--- src/rtl/pipe_stage_skid.sv ---
// Pipeline-stage register with valid/ready handshake, 2-entry skid buffer and synchronous flush.
// Define PIPE_TRACE_EN to add instr_in/instr_out tracing and a saturating stall_cnt.
module pipe_stage_skid #(
    parameter int                DATA_W      = 197,
    parameter int                CTRL_W      = 6,
    parameter logic [CTRL_W-1:0] BUBBLE_CTRL = '0
) (
    input  logic              clock,
    input  logic              reset_n,
    input  logic              flush,
    input  logic              in_valid,
    output logic              in_ready,
    input  logic [DATA_W-1:0] in_data,
    input  logic [CTRL_W-1:0] in_ctrl,
    output logic              out_valid,
    input  logic              out_ready,
    output logic [DATA_W-1:0] out_data,
    output logic [CTRL_W-1:0] out_ctrl
`ifdef PIPE_TRACE_EN
    ,
    input  logic [31:0]       instr_in,
    output logic [31:0]       instr_out,
    output logic [15:0]       stall_cnt
`endif
);

    typedef enum logic [1:0] {
        EMPTY = 2'b00,
        ONE   = 2'b10,
        FULL  = 2'b11
    } occ_t;

    logic              m_valid_q, m_valid_d;
    logic              s_valid_q, s_valid_d;
    logic [DATA_W-1:0] m_data_q, m_data_d;
    logic [DATA_W-1:0] s_data_q, s_data_d;
    logic [CTRL_W-1:0] m_ctrl_q, m_ctrl_d;
    logic [CTRL_W-1:0] s_ctrl_q, s_ctrl_d;
`ifdef PIPE_TRACE_EN
    logic [31:0]       m_instr_q, m_instr_d;
    logic [31:0]       s_instr_q, s_instr_d;
    logic [15:0]       stall_cnt_q, stall_cnt_d;
`endif

    logic accept;
    logic drain;
    occ_t occ;

    assign in_ready  = !s_valid_q;
    assign out_valid = m_valid_q;
    assign out_data  = m_data_q;
    // A bubble must never carry live control bits downstream.
    assign out_ctrl  = m_valid_q ? m_ctrl_q : BUBBLE_CTRL;
`ifdef PIPE_TRACE_EN
    assign instr_out = m_instr_q;
    assign stall_cnt = stall_cnt_q;
`endif

    assign accept = in_valid & !s_valid_q;
    assign drain  = m_valid_q & out_ready;
    assign occ    = occ_t'({m_valid_q, s_valid_q});

    always_comb begin
        m_valid_d = m_valid_q;
        s_valid_d = s_valid_q;
        m_data_d  = m_data_q;
        s_data_d  = s_data_q;
        m_ctrl_d  = m_ctrl_q;
        s_ctrl_d  = s_ctrl_q;
`ifdef PIPE_TRACE_EN
        m_instr_d = m_instr_q;
        s_instr_d = s_instr_q;
`endif
        case (occ)
            EMPTY: begin
                if (accept) begin
                    m_valid_d = 1'b1;
                    m_data_d  = in_data;
                    m_ctrl_d  = in_ctrl;
`ifdef PIPE_TRACE_EN
                    m_instr_d = instr_in;
`endif
                end
            end
            ONE: begin
                if (accept && drain) begin
                    m_data_d  = in_data;
                    m_ctrl_d  = in_ctrl;
`ifdef PIPE_TRACE_EN
                    m_instr_d = instr_in;
`endif
                end else if (accept) begin
                    s_valid_d = 1'b1;
                    s_data_d  = in_data;
                    s_ctrl_d  = in_ctrl;
`ifdef PIPE_TRACE_EN
                    s_instr_d = instr_in;
`endif
                end else if (drain) begin
                    m_valid_d = 1'b0;
                end
            end
            FULL: begin
                if (drain) begin
                    s_valid_d = 1'b0;
                    m_data_d  = s_data_q;
                    m_ctrl_d  = s_ctrl_q;
`ifdef PIPE_TRACE_EN
                    m_instr_d = s_instr_q;
`endif
                end
            end
            default: begin
                m_valid_d = 1'b0;
                s_valid_d = 1'b0;
            end
        endcase
        // Flush only kills the valid bits; payload registers keep stale contents.
        if (flush) begin
            m_valid_d = 1'b0;
            s_valid_d = 1'b0;
        end
    end

`ifdef PIPE_TRACE_EN
    always_comb begin
        stall_cnt_d = stall_cnt_q;
        if (m_valid_q && !out_ready && stall_cnt_q != 16'hFFFF) begin
            stall_cnt_d = stall_cnt_q + 16'd1;
        end
    end
`endif

    always_ff @(posedge clock or negedge reset_n) begin
        if (!reset_n) begin
            m_valid_q   <= 1'b0;
            s_valid_q   <= 1'b0;
            m_data_q    <= '0;
            s_data_q    <= '0;
            m_ctrl_q    <= '0;
            s_ctrl_q    <= '0;
`ifdef PIPE_TRACE_EN
            m_instr_q   <= '0;
            s_instr_q   <= '0;
            stall_cnt_q <= '0;
`endif
        end else begin
            m_valid_q   <= m_valid_d;
            s_valid_q   <= s_valid_d;
            m_data_q    <= m_data_d;
            s_data_q    <= s_data_d;
            m_ctrl_q    <= m_ctrl_d;
            s_ctrl_q    <= s_ctrl_d;
`ifdef PIPE_TRACE_EN
            m_instr_q   <= m_instr_d;
            s_instr_q   <= s_instr_d;
            stall_cnt_q <= stall_cnt_d;
`endif
        end
    end

endmodule

--- config.mk ---
export PLATFORM = sky130hd
export DESIGN_NAME = pipe_stage_skid
export DESIGN_NICKNAME = d
export VERILOG_FILES = /design/src/rtl/pipe_stage_skid.sv
export SDC_FILE = /design/constraint.sdc
export NUM_CORES = 1
export LEC_CHECK = 0
export CORE_MARGIN = 2
export CORE_UTILIZATION = 54
export CTS_CLUSTER_DIAMETER = 100
export DETAILED_ROUTE_END_ITERATION = 8
export GPL_ROUTABILITY_DRIVEN = 1
export PLACE_DENSITY = 0.85
export SLEW_MARGIN = 10
export SYNTH_ARGS = -nofsm -noshare
export SYNTH_HDL_FRONTEND = slang
export SYNTH_SLANG_ARGS = --single-unit
--- constraint.sdc ---
create_clock -name clock -period 3.35 [get_ports clock]
set_input_delay 0.67 -clock clock [delete_from_list [all_inputs] [get_ports clock]]
set_output_delay 0.67 -clock clock [all_outputs]
set_load 0.03 [all_outputs]
== After elaboration in Yosys (flattened, before gate mapping) ==
Cells that the tools add are included.

* Equal/unequal tests: 13
* Order comparisons: 0
* Divide/modulo/power cells: 0
* Bitwise operators: 3
* Shift operators: 0
* Add/subtract/negate cells: 0
* Multipliers: 0
* Reduce and logical (&&, ||, !) cells: 8
* Muxes and demuxes: 18

{| class="wikitable"
|+ Operators with widths
! cell !! number
|-
| 197-bit two-way mux || 3
|-
| 197-bit case mux with 3 select lines || 1
|-
| 6-bit two-way mux || 4
|-
| 3-bit inequality test, second input constant || 6
|-
| 6-bit case mux with 3 select lines || 1
|-
| 2-bit inequality test, second input constant || 5
|-
| 4-bit AND reduction || 2
|-
| 1-bit two-way mux || 7
|-
| 1-bit case mux with 3 select lines || 2
|-
| 5-bit AND reduction || 1
|-
| 2-bit == test, second input constant || 2
|-
| 3-bit AND reduction || 1
|-
| 3-bit nonzero test || 1
|-
| 1-bit bitwise AND || 2
|-
| 2-bit logical NOT || 1
|-
| 1-bit logical AND || 1
|-
| 1-bit logical NOT || 1
|-
| 1-bit inverter || 1
|}

* Bits in writable memories: 0
* Memories: 0
* Register bits: 408
* Bits of input ports: 208
* Word-level logic and storage cells: 48
* Bits in latches: 0
* Bits in read-only memories: 0
* Output and inout bits: 205

== Logic depth before layout (Yosys ltp) ==
* Word-level depth: 6
* Mapped depth: 8
* Gate-level depth less buffers: 5

== Worst setup path after synthesis ==
Ideal clock, no wire load.

* Kind: flip-flop to flip-flop
* Start: reg m_valid_q, in the netlist out_valid
* End: reg m_data_q[28], in the netlist out_data[28]
* Library setup time: 0.125 ns
* Data required time: 3.225 ns
* Arrival time: 2.258 ns
* Clock period less this slack: 2.383 ns
* Cell stages (with the launch flop): 9
* Path slack: 0.967 ns
* Path buffers: 4
* Cells stage by stage: dfrtp_1 -> ha_1 -> buf_2 -> or2_1 -> a222oi_1 -> buf_2 -> buf_6 -> buf_6 -> mux2_2

* Longest elaborated chain between the ends: 4
* Elaborated cells on any way between the ends: 11
* Those cells by class: 5 x eq/ne; 1 x mux; 1 x bitwise; 4 x reduce/logical

{| class="wikitable"
|+ RTL lines
! element !! line !! source
|-
| from (decl) || 33 || <nowiki>logic m_valid_q, m_valid_d;</nowiki>
|-
| from (signal assigned) || 148 || <nowiki>m_valid_q <= m_valid_d;</nowiki>
|-
| 1-bit bitwise AND || 60 || <nowiki>assign drain = m_valid_q & out_ready;</nowiki>
|-
| 1-bit logical AND || 86 || <nowiki>if (accept && drain) begin</nowiki>
|-
| 2-bit inequality test (no source line) || n/a ||
|-
| 4-bit AND reduction (no source line) || n/a ||
|-
| to (signal assigned) || 150 || <nowiki>m_data_q <= m_data_d;</nowiki>
|-
| to (decl) || 35 || <nowiki>logic [DATA_W-1:0] m_data_q, m_data_d;</nowiki>
|}

Parallel ways exist; a longest one is shown, timed or not.
A chain may end at the register's enable or synchronous reset.

== Worst setup path after layout ==
* Start: reg m_valid_q, in the netlist out_valid
* End: reg m_data_q[115], in the netlist out_data[115]

Same word-level chain as after synthesis.

==> results.tsv <==
stage	metric	value	unit
status	status	finished clean	
global_routing	antenna violations before repair	4	
floorplan	starting density of the core	54.6	%
global_routing	global-route wire length before repair	64100	um
final_layout	share of layout cells above drive strength 1	37.3	%
timing	final setup vio count	0	
placed_design	Setup WS pre-CTS	0.378	ns
final_layout	area grow syn2layout	34.1	%
global_routing	largest net degree at the start of global routing	170	
timing	TNS Setup	0	ns
final_layout	area of the multi-input gates	0.00705	mm^2
timing	Final Cycle Share	86.0	%
timing	Slew @ Worst Pin	1.07	ns
timing	Worst Setup Slack, final	0.470	ns
logic_synthesis	yosys warns	0	
timing	Max Slew Vio Count	0	
timing	RSZ-0062 raised after global routing	false	
routing	vias	10800	
clock_network	root buffer cell	clkbuf_16	
timing	Slew HR	28.8	%
timing	clock skew	0.0205	ns
timing	Min Hold Slack	0.185	ns
worst_hold_path	min-delay worst type	in2async	
critical_path	WS Path Type	reg2reg	
critical_path	Setup crit start kind	register	
routing	drt drc	0	
floorplan	die height	185	um
logic_synthesis	syn avg cell area	15.9	um^2
routing	Via density	5.38	
logic_synthesis	register area share after synthesis	57.8	%
clock_network	H-tree depth	2	
logic_synthesis	synthesized area	0.0177	mm^2
pwr	peak ir drop on the vdd network	0.713	mV
global_routing	grt ovf	0	
placed_design	routability congestion estimate	0.769	
pwr	pwr dens	990	mW/mm^2
logic_synthesis	Synth top area share	57.8	%
clock_network	Max clock buf depth	3	
clock_network	Resize count post-CTS	0	
final_layout	nets@finish	1738	
clock_network	clock sinks	408	
clock_network	cts hold-fix bufs	0	
flow_run	max-cap violations	0	
floorplan	die area	0.0342	mm^2
clock_network	Reg clk slew, reported paths	0.06	ns
placed_design	placed cells	1924	
floorplan	core area	0.0324	mm^2
floorplan	Rows	66	
critical_path	CP endpoint kind	register	
critical_path	critical path peak fanout	49	
clock_network	later-pin clock latency in the skew report	0.53	ns
clock_network	Num CTS Buffers	43	
placed_design	port buffer count	412	
clock_network	CTS tree	yes	
logic_synthesis	Yosys reg bits	408	
timing	Tmin final	2.88	ns
global_routing	Total GRT Usage	24.0	%
routing	antenna-violating nets left	0	
final_layout	FILL cells	2137	
logic_synthesis	Yosys cell types	23	
timing	final hold vios	0	
routing	drt pass-1 iters	4	
floorplan	Chip Width	185	um
critical_path	Required @ worst endpoint	3.76	ns
timing	fmax	347	MHz
logic_synthesis	top cells by area, synth	dfrtp_1, mux2_2, mux2_1, buf_6, buf_2	
final_layout	Reg area	0.0102	mm^2
routing	DRT Wirelength	41200	um
pwr	Static Leak	9.80	nW
floorplan	num ports	413	
clock_network	Post-CTS Setup Bufs	0	
final_layout	fin cells	2002	
global_routing	vias in the first global route	11900	
logic_synthesis	Syn Nets	1323	
logic_synthesis	post-synthesis cell count	1112	
critical_path	Crit path arrival time	3.29	ns
placed_design	Post-DP HPWL	28500	um
routing	Iter 0 DRT Violations	371	
routing	DR WL/cell	20.6	um
logic_synthesis	cell taking the most area after synthesis	dfrtp_1	
==> worst max-delay path: stages (launching register included) <==
cell	delay (ns)
dfrtp_1	0.65
inv_1	0.12
ha_1	0.23
or2_2	0.29
a222oi_1	0.43
buf_4	0.31
buf_12	0.31
mux2_2	0.38
==> sequential cells by signal, indices dropped and copies added, names as in the netlist <==
| register | count |
|---|---|
| m_ctrl_q | 6 |
| s_ctrl_q | 6 |
| s_data_q | 197 |
| out_valid | 1 |
| out_data | 197 |
| s_valid_q | 1 |
==> cell families (layout without fill, tap and decap cells) <==
logic type / after synthesis / count (layout) / synth area share [%]
AND/OR/NAND/NOR: 14 / 14 / 0.453
buffers and inverters: 71 / 516 / 2.48
other: 0 / 3 / 0
AO/OA/AOI/OAI: 7 / 7 / 0.276
multiplexers: 609 / 609 / 38.8
flip-flops: 408 / 408 / 57.8
adder cells (fa/ha/maj): 3 / 3 / 0.212
==> cell usage in the layout, fill, tap and decap left out <==
cell and count:
mux2_2 492, clkdlybuf4s50_1 411, dfrtp_1 408, mux2_1 117, clkbuf_16 45, clkbuf_1 17, buf_4 14, buf_12 12
clkbuf_8 10, and2_1 6, diode_2 3, inv_1 3, a21o_1 2, a21oi_1 2, ha_1 2, bufinv_16 2
nand2_1 1, or2_1 1, nand2b_1 1, or2_2 1, a222oi_1 1, nor2b_1 1, nand3_4 1, nor2_1 1
a211oi_1 1, a31oi_1 1, nor3_1 1, ha_4 1, clkinv_2 1, buf_8 1
==> routing by layer <==
| metal | vias to the layer above | global-route usage [%] | part of all wire (%) |
|---|---|---|---|
| met5 | - | 0 | 0.063 |
| met4 | 4 | 8.86 | 3.3 |
| met3 | 85 | 9.59 | 9.7 |
| met2 | 356 | 40.5 | 49 |
| met1 | 5488 | 27.5 | 38 |
| li1 | 4831 | - | - |
==> final cells by class <==
| cell class | count | area share (%) |
|---|---|---|
| clock buffer | 72 | 5.60 |
| sequential | 408 | 43.1 |
| inverter | 3 | 0.0475 |
| multi-input combinational | 633 | 29.7 |
| clock inverter | 3 | 0.275 |
| timing repair buffer | 438 | 18.9 |
| antenna | 3 | 0.0317 |
| tap | 442 | 2.33 |
==> worst paths after layout <==
| check | from | end | slack, ns | cells after the start |
|---|---|---|---|---|
| max | out_valid$_DFFE_PN0P_ | out_data[115]$_DFFE_PN0P_ | 0.47 | 7 |
| min | reset_n | s_data_q[36]$_DFFE_PN0P_ | 0.18 | 1 |
| max reg2reg | out_valid$_DFFE_PN0P_ | out_data[115]$_DFFE_PN0P_ | 0.47 | 7 |
| min reg2reg | m_ctrl_q[2]$_DFFE_PN0P_ | m_ctrl_q[2]$_DFFE_PN0P_ | 0.48 | 1 |
| max in group asynchronous | reset_n | s_data_q[154]$_DFFE_PN0P_ | 2.33 | 2 |
| min in group clock | m_ctrl_q[2]$_DFFE_PN0P_ | m_ctrl_q[2]$_DFFE_PN0P_ | 0.48 | 1 |
==> through the flow <==
| step | instance area (um^2) | utilization (%) | power (mW) |
|---|---|---|---|
| floorplan | 17700 | - | 14.9 |
| global placement | 22300 | 68.9 | 18.4 |
| detailed placement | 22300 | 68.9 | 18.9 |
| CTS | 23700 | 73.2 | 23.6 |
| global route | 23700 | 73.2 | 24.6 |
| finish | 23700 | 73.2 | 23.5 |
==> synthesized netlist by cell type, drive strengths merged <==
master,number
a21o,2
ha,3
a21oi,2
clkbuf,22
nand3,1
a31oi,1
dfrtp,408
or2,2
nor2,1
mux2,609
nand2,1
inv,3
a211oi,1
and2,6
nand2b,1
buf,46
a222oi,1
nor3,1
nor2b,1
==> power by group <==
group,switching [mW],internal (mW)
registers,1.27,7.46
clock network,1.85,2.83
logic,5.08,4.95
No activity file was read; power rests on OpenSTA's default activity.
